$ cat src/rtl/imem_loader_if.sv
// imem_loader_if: serial-load pins, instruction-memory write port and cpu control for imem_loader
interface imem_loader_if #(
  parameter int IMEM_SZ = 16,
  parameter int INST_W  = 8
);
  logic load_en;
  logic ser_clk;
  logic ser_data;
  logic imem_we;
  logic [$clog2(IMEM_SZ)-1:0] imem_addr;
  logic [INST_W-1:0] imem_wdata;
  logic cpu_halt;
  logic cpu_start;
  logic load_done;
  modport master (
    input  load_en, ser_clk, ser_data,
    output imem_we, imem_addr, imem_wdata, cpu_halt, cpu_start, load_done
  );
  modport slave (
    output load_en, ser_clk, ser_data,
    input  imem_we, imem_addr, imem_wdata, cpu_halt, cpu_start, load_done
  );
endinterface

$ cat src/rtl/imem_loader.sv
// imem_loader: shifts a serial instruction image into instruction memory while holding the cpu
module imem_loader #(
  parameter int IMEM_SZ = 16,
  parameter int INST_W  = 8
) (
  input logic clk,
  input logic rst,
  imem_loader_if.master bus
);
  localparam int AW = $clog2(IMEM_SZ);
  localparam int CW = $clog2(INST_W);
  typedef enum logic [1:0] {IDLE, SHIFT, WRITE, DONE} state_t;
  state_t state, state_n;
  logic [1:0] le_q, sc_q, sd_q;
  logic le_s, sc_s, sd_s, sc_prev, bit_ev, sd_ev, word_done, last_addr, abort;
  logic [INST_W-1:0] shreg;
  logic [CW-1:0] cnt;
  logic [AW-1:0] addr;
  assign le_s = le_q[1];
  assign sc_s = sc_q[1];
  assign sd_s = sd_q[1];
  assign word_done = bit_ev && cnt == CW'(INST_W - 1);
  assign last_addr = addr == AW'(IMEM_SZ - 1);
  assign abort = (state == SHIFT || state == WRITE) && !le_s;
  assign bus.cpu_halt = state == SHIFT || state == WRITE;
  // state register
  always_ff @(posedge clk) state <= rst ? IDLE : state_n;
  // next state; dropping load_en always wins over a completing bit or a pending write
  always_comb begin
    state_n = state;
    case (state)
      IDLE:    state_n = le_s ? SHIFT : IDLE;
      SHIFT:   state_n = !le_s ? IDLE : word_done ? WRITE : SHIFT;
      WRITE:   state_n = !le_s ? IDLE : last_addr ? DONE : SHIFT;
      DONE:    state_n = le_s ? DONE : IDLE;
      default: state_n = IDLE;
    endcase
  end
  // synchronizers, registered bit-event detect, shifter, address and output registers
  always_ff @(posedge clk) begin
    if (rst) begin
      le_q <= '0;
      sc_q <= '0;
      sd_q <= '0;
      sc_prev <= 1'b0;
      bit_ev <= 1'b0;
      sd_ev <= 1'b0;
      shreg <= '0;
      cnt <= '0;
      addr <= '0;
      bus.imem_we <= 1'b0;
      bus.imem_addr <= '0;
      bus.imem_wdata <= '0;
      bus.cpu_start <= 1'b0;
      bus.load_done <= 1'b0;
    end else begin
      le_q <= {le_q[0], bus.load_en};
      sc_q <= {sc_q[0], bus.ser_clk};
      sd_q <= {sd_q[0], bus.ser_data};
      sc_prev <= sc_s;
      bit_ev <= sc_s && !sc_prev;
      sd_ev <= sd_s;
      bus.imem_we <= state_n == WRITE;
      bus.cpu_start <= state == WRITE && state_n == DONE;
      if (state == SHIFT && bit_ev) begin
        shreg <= {shreg[INST_W-2:0], sd_ev};
        cnt <= word_done ? '0 : cnt + 1'b1;
      end
      if (state_n == WRITE) begin
        bus.imem_wdata <= {shreg[INST_W-2:0], sd_ev};
        bus.imem_addr <= addr;
      end
      if (state == IDLE && le_s) begin
        cnt <= '0;
        addr <= '0;
        bus.load_done <= 1'b0;
      end
      if (state == WRITE && le_s && !last_addr) addr <= addr + 1'b1;
      if (state == WRITE && state_n == DONE) bus.load_done <= 1'b1;
      if (abort) begin
        addr <= '0;
        bus.load_done <= 1'b0;
      end
    end
  end
endmodule
$ cat src/flat_wrapper.sv
// flat-port wrapper written by rule: the top's interface ports become plain ports
module imem_loader_flat 
#(
  parameter int IMEM_SZ = 16,
  parameter int INST_W  = 8
)
  (clk, rst, bus_load_en, bus_ser_clk, bus_ser_data, bus_imem_we, bus_imem_addr, bus_imem_wdata, bus_cpu_halt, bus_cpu_start, bus_load_done);
  imem_loader_if #(.IMEM_SZ(IMEM_SZ), .INST_W(INST_W)) bus_i ();
  input logic clk;
  input logic rst;
  input wire logic [$bits(bus_i.load_en)-1:0] bus_load_en;
  input wire logic [$bits(bus_i.ser_clk)-1:0] bus_ser_clk;
  input wire logic [$bits(bus_i.ser_data)-1:0] bus_ser_data;
  output wire logic [$bits(bus_i.imem_we)-1:0] bus_imem_we;
  output wire logic [$bits(bus_i.imem_addr)-1:0] bus_imem_addr;
  output wire logic [$bits(bus_i.imem_wdata)-1:0] bus_imem_wdata;
  output wire logic [$bits(bus_i.cpu_halt)-1:0] bus_cpu_halt;
  output wire logic [$bits(bus_i.cpu_start)-1:0] bus_cpu_start;
  output wire logic [$bits(bus_i.load_done)-1:0] bus_load_done;
  assign bus_i.load_en = bus_load_en;
  assign bus_i.ser_clk = bus_ser_clk;
  assign bus_i.ser_data = bus_ser_data;
  assign bus_imem_we = bus_i.imem_we;
  assign bus_imem_addr = bus_i.imem_addr;
  assign bus_imem_wdata = bus_i.imem_wdata;
  assign bus_cpu_halt = bus_i.cpu_halt;
  assign bus_cpu_start = bus_i.cpu_start;
  assign bus_load_done = bus_i.load_done;
  imem_loader #(.IMEM_SZ(IMEM_SZ), .INST_W(INST_W)) u_core (.clk(clk), .rst(rst), .bus(bus_i));
endmodule
$ cat config.mk
export PLATFORM = sky130hd
export DESIGN_NAME = imem_loader_flat
export DESIGN_NICKNAME = d
export VERILOG_FILES = /design/src/rtl/imem_loader_if.sv /design/src/rtl/imem_loader.sv /design/src/flat_wrapper.sv
export SDC_FILE = /design/constraint.sdc
export NUM_CORES = 1
export LEC_CHECK = 0
export ABC_CLOCK_PERIOD_IN_PS = 2950
export BUFFER_PORTS_ARGS = -buffer_cell sky130_fd_sc_hd__buf_2
export CAP_MARGIN = 20
export CORE_ASPECT_RATIO = 1.25
export CORE_UTILIZATION = 60
export DETAILED_ROUTE_END_ITERATION = 8
export HOLD_SLACK_MARGIN = 0.05
export PLACE_DENSITY_LB_ADDON = 0.3
export SLEW_MARGIN = 25
export SYNTH_ARGS = -nofsm -noshare
export SYNTH_HDL_FRONTEND = slang
export SYNTH_SLANG_ARGS = --single-unit
$ cat constraint.sdc
create_clock -name clk -period 2.95 [get_ports clk]
set_input_delay 0.1475 -clock clk [delete_from_list [all_inputs] [get_ports clk]]
set_output_delay 0.1475 -clock clk [all_outputs]
set_load 0.01 [all_outputs]
==> results.json <==
{
  "synthDistinctLibCells": 27,
  "ios": 21,
  "clkSlewWorstSetupHoldPaths_ns": 0.11,
  "clock_tree.htree_level_count": 2,
  "die_outline_area_um2": 2990,
  "regToRegSetupSlack_ns": 0.81,
  "die_ht_um": 60.9,
  "n_fill_cell": 228,
  "synth_cells": 177,
  "dpl_cell_area_um2": 1750,
  "globalRouteOverflowTotal": 0,
  "data_arrival_time_of_the_critical_path_ns": 2.41,
  "critPathRequiredTime_ns": 3.23,
  "total_leakage_power_uw": 0.000703,
  "max_transition_viols_final": 0,
  "synth-xor-area-share": 0,
  "first_global_vias": 1121,
  "detail_route.wirelength_um": 2740,
  "hpwl_um": 1960,
  "synthAdderAreaFrac": 0.0602,
  "reg2reg_depth": 6,
  "report.final.setup_viol": 0,
  "fin_crit_period_ns": 2.14,
  "p_comb_frac": 0.035,
  "hp-class": "in2reg",
  "cts_num_sinks": 40,
  "max-vdd-ir-drop_v": 0.000389,
  "setup_repair_after_global_routing_missed_its_margin": "no",
  "synthesis.area_per_instance_um2": 9.40,
  "tritoncts_buffers": 5,
  "drv_cap": 0,
  "syn-cell-area_um2": 1660,
  "clock_power_share": 0.306,
  "pwr-share-seq": 0.659,
  "final_hold_viol_count": 0,
  "gp_congestion": 0.806,
  "post_drt_wl_per_cell_um": 11.8,
  "number_of_gates_given_a_new_drive_strength_after_cts": 0,
  "clk_lat_worst_skew_ns": 0.35,
  "setup.worst_path.start": "u_core.cnt[0]",
  "power_switching_uw": 183,
  "setup_total_negative_slack_ns": 0,
  "total_number_of_nets_in_the_final_design": 211,
  "power_density_nw_per_um2": 455,
  "core.rowCount": 21,
  "slew_headroom": 0.533,
  "first_iter_violations": 13,
  "detail-route-antenna-nets": 0,
  "grt_pass1_wl_um": 4550,
  "post-route-drc-count": 0,
  "internal_power_of_the_cells_uw": 647,
  "mostFrequentLayoutCell": "dfxtp_1",
  "most_frequent_cells_in_the_layout": "40 x dfxtp_1, 25 x nand2b_1, 24 x nand2_1",
  "port_buffers": 20,
  "status": "finished clean",
  "timing_worst_slew_pin_value_ns": 0.700,
  "swShare": 0.220,
  "cts.repair_timing.setup_buffer_count": 0,
  "fin_total_pwr_uw": 830,
  "antenna_cells_inserted": 0,
  "grt_antenna_before_repair": 0,
  "fmax_ghz": 0.468,
  "synth-seq-cells": 40,
  "worst_path_class_setup": "reg2reg",
  "post_route_clock_skew_ns": 0.00583,
  "initial_core_util": 0.627,
  "post_synth_and_or_nand_nor_area_fraction": 0.258,
  "timing.critical_path.to_type": "flip-flop",
  "clockBufferDepth": 2,
  "synth_seq_area_share": 0.481,
  "largest_net_degree_at_the_start_of_global_routing": 45,
  "worst_r2r_endpoint": "u_core.bus.imem_addr[1]",
  "core_footprint_um2": 2650,
  "grt_usage": 0.209,
  "tritoncts": "done",
  "via_per_inst": 5.25,
  "dominant_combinational_cell_family_by_area_after_synthesis": "simple AND/OR/NAND/NOR gates",
  "post-route-cell-area_um2": 1830,
  "detailroute.via_count": 1218,
  "synthesis.yosys.warnings": 0,
  "die_w_um": 49.1,
  "finalCritPeriodShare": 0.724,
  "drt_pre_antenna_iters": 4,
  "synth-compound-area-share": 0.0827,
  "area_delta_synth_final_pct": 9.70,
  "r2r_start": "u_core.cnt[0]",
  "endpoint": "u_core.bus.imem_addr[1]",
  "synth.mux.area_fraction": 0.0722,
  "worst-path-max-fanout": 12,
  "synthesis.nets": 190,
  "setup.worst_path.start_class": "flip-flop",
  "share_of_post_route_cells_with_drive_strength_above_1": 0.141,
  "cts.root.buffer_cell": "clkbuf_4"
}
[repair_timing]
| item | 4_1_cts | 5_1_grt |
|---|---|---|
| hold endpoints to repair | 3 | 0 |
| endpoints found under the setup margin | 0 | 0 |
| hold buffers | 3 | 0 |
[cell usage after synthesis]
master | number | area share
a211oi_1 | 1 | 0.0045
a211oi_2 | 1 | 0.0075
a21o_1 | 2 | 0.0090
a21oi_1 | 16 | 0.048
a31oi_1 | 2 | 0.0075
and2_1 | 1 | 0.0038
and2_2 | 1 | 0.0045
and3_1 | 1 | 0.0038
buf_12 | 1 | 0.012
buf_6 | 1 | 0.0068
clkbuf_1 | 7 | 0.016
dfxtp_1 | 40 | 0.48
ha_1 | 8 | 0.060
inv_1 | 5 | 0.011
mux2i_1 | 12 | 0.072
nand2_1 | 24 | 0.054
nand2b_1 | 25 | 0.094
nand3_1 | 4 | 0.012
nand3b_1 | 2 | 0.0090
nand4_1 | 1 | 0.0038
nand4b_1 | 2 | 0.011
nor2_1 | 4 | 0.0090
nor2b_1 | 10 | 0.038
nor3_1 | 2 | 0.0060
nor3b_1 | 1 | 0.0045
o21ai_0 | 2 | 0.0060
or3b_1 | 1 | 0.0053
[worst max-delay path, stage by stage (launching register included)]
cell and delay, ns:
dfxtp_1 0.39, ha_1 0.18, ha_1 0.21, nand2_1 0.08, a211oi_2 0.29, and3_1 0.66, mux2i_1 0.26
[cells by family after synthesis]
logic type,after synthesis
DFF,40
adders and majority gates,8
muxes,12
AOI/OAI and AO/OA,24
buffers and inverters,14
and+or+nand+nor,79
[sequential cells by signal (all words and copies together) (netlist names)]
signal	cells
u_core.bus.imem_wdata	8
u_core.shreg	7
u_core.addr	4
u_core.bus.imem_addr	4
u_core.cnt	3
u_core.le_q	2
u_core.sc_q	2
u_core.sd_q	2
u_core.state	2
u_core.bit_ev	1
u_core.bus.cpu_start	1
u_core.bus.imem_we	1
u_core.bus.load_done	1
u_core.sc_prev	1
u_core.sd_ev	1
[routing by layer]
| layer | share of wire | global-route usage | up-vias |
|---|---|---|---|
| met4 | 0.024 | 0.109 | 0 |
| met5 | 0 | 0 | - |
| met2 | 0.51 | 0.382 | 26 |
| li1 | - | - | 627 |
| met3 | 0.042 | 0.0852 | 9 |
| met1 | 0.42 | 0.206 | 556 |
[power by group through the flow]
stage / clock (uW) / sequential (uW) / combinational, uW
2_1_floorplan: 0 / 559 / 20.9
3_3_place_gp: 0 / 560 / 25.2
3_5_place_dp: 0 / 560 / 26.1
4_1_cts: 262 / 548 / 29.0
5_1_grt: 283 / 549 / 31.8
6_report: 254 / 548 / 28.8
[how the worst min path moves through the flow]
stage / cells past startpoint / to / start / slack, ns
floorplan: 1 / u_core.le_q[0] / bus_load_en / 0.28
global placement: 2 / u_core.sd_q[0] / bus_ser_data / 0.36
detailed placement: 2 / u_core.le_q[0] / bus_load_en / 0.37
CTS: 2 / u_core.bus.cpu_start / rst / 0.29
global route: 2 / u_core.sd_q[1] / rst / 0.32
finish: 2 / u_core.bus.cpu_start / rst / 0.29
[area by class of cell]
cell class	instances	area (um^2)	area share
flip-flops and latches	40	801	0.439
multi-input cells	123	787	0.431
repair buffers	23	130	0.0713
well taps	34	42.5	0.0233
clock buffers	6	41.3	0.0226
inverters	5	18.8	0.0103
clock inverters	1	5.00	0.00274
[per-stage QoR]
stage	instances	utilization	setup slack (ns)	hold slack (ns)
after floorplan	177	-	1.30	0.276
after global placement	222	0.659	0.934	0.356
after detailed placement	222	0.659	0.787	0.370
after CTS	232	0.688	0.777	0.287
after global routing	232	0.688	0.598	0.316
final	232	0.688	0.814	0.287
(Power assumes the default switching activity.)
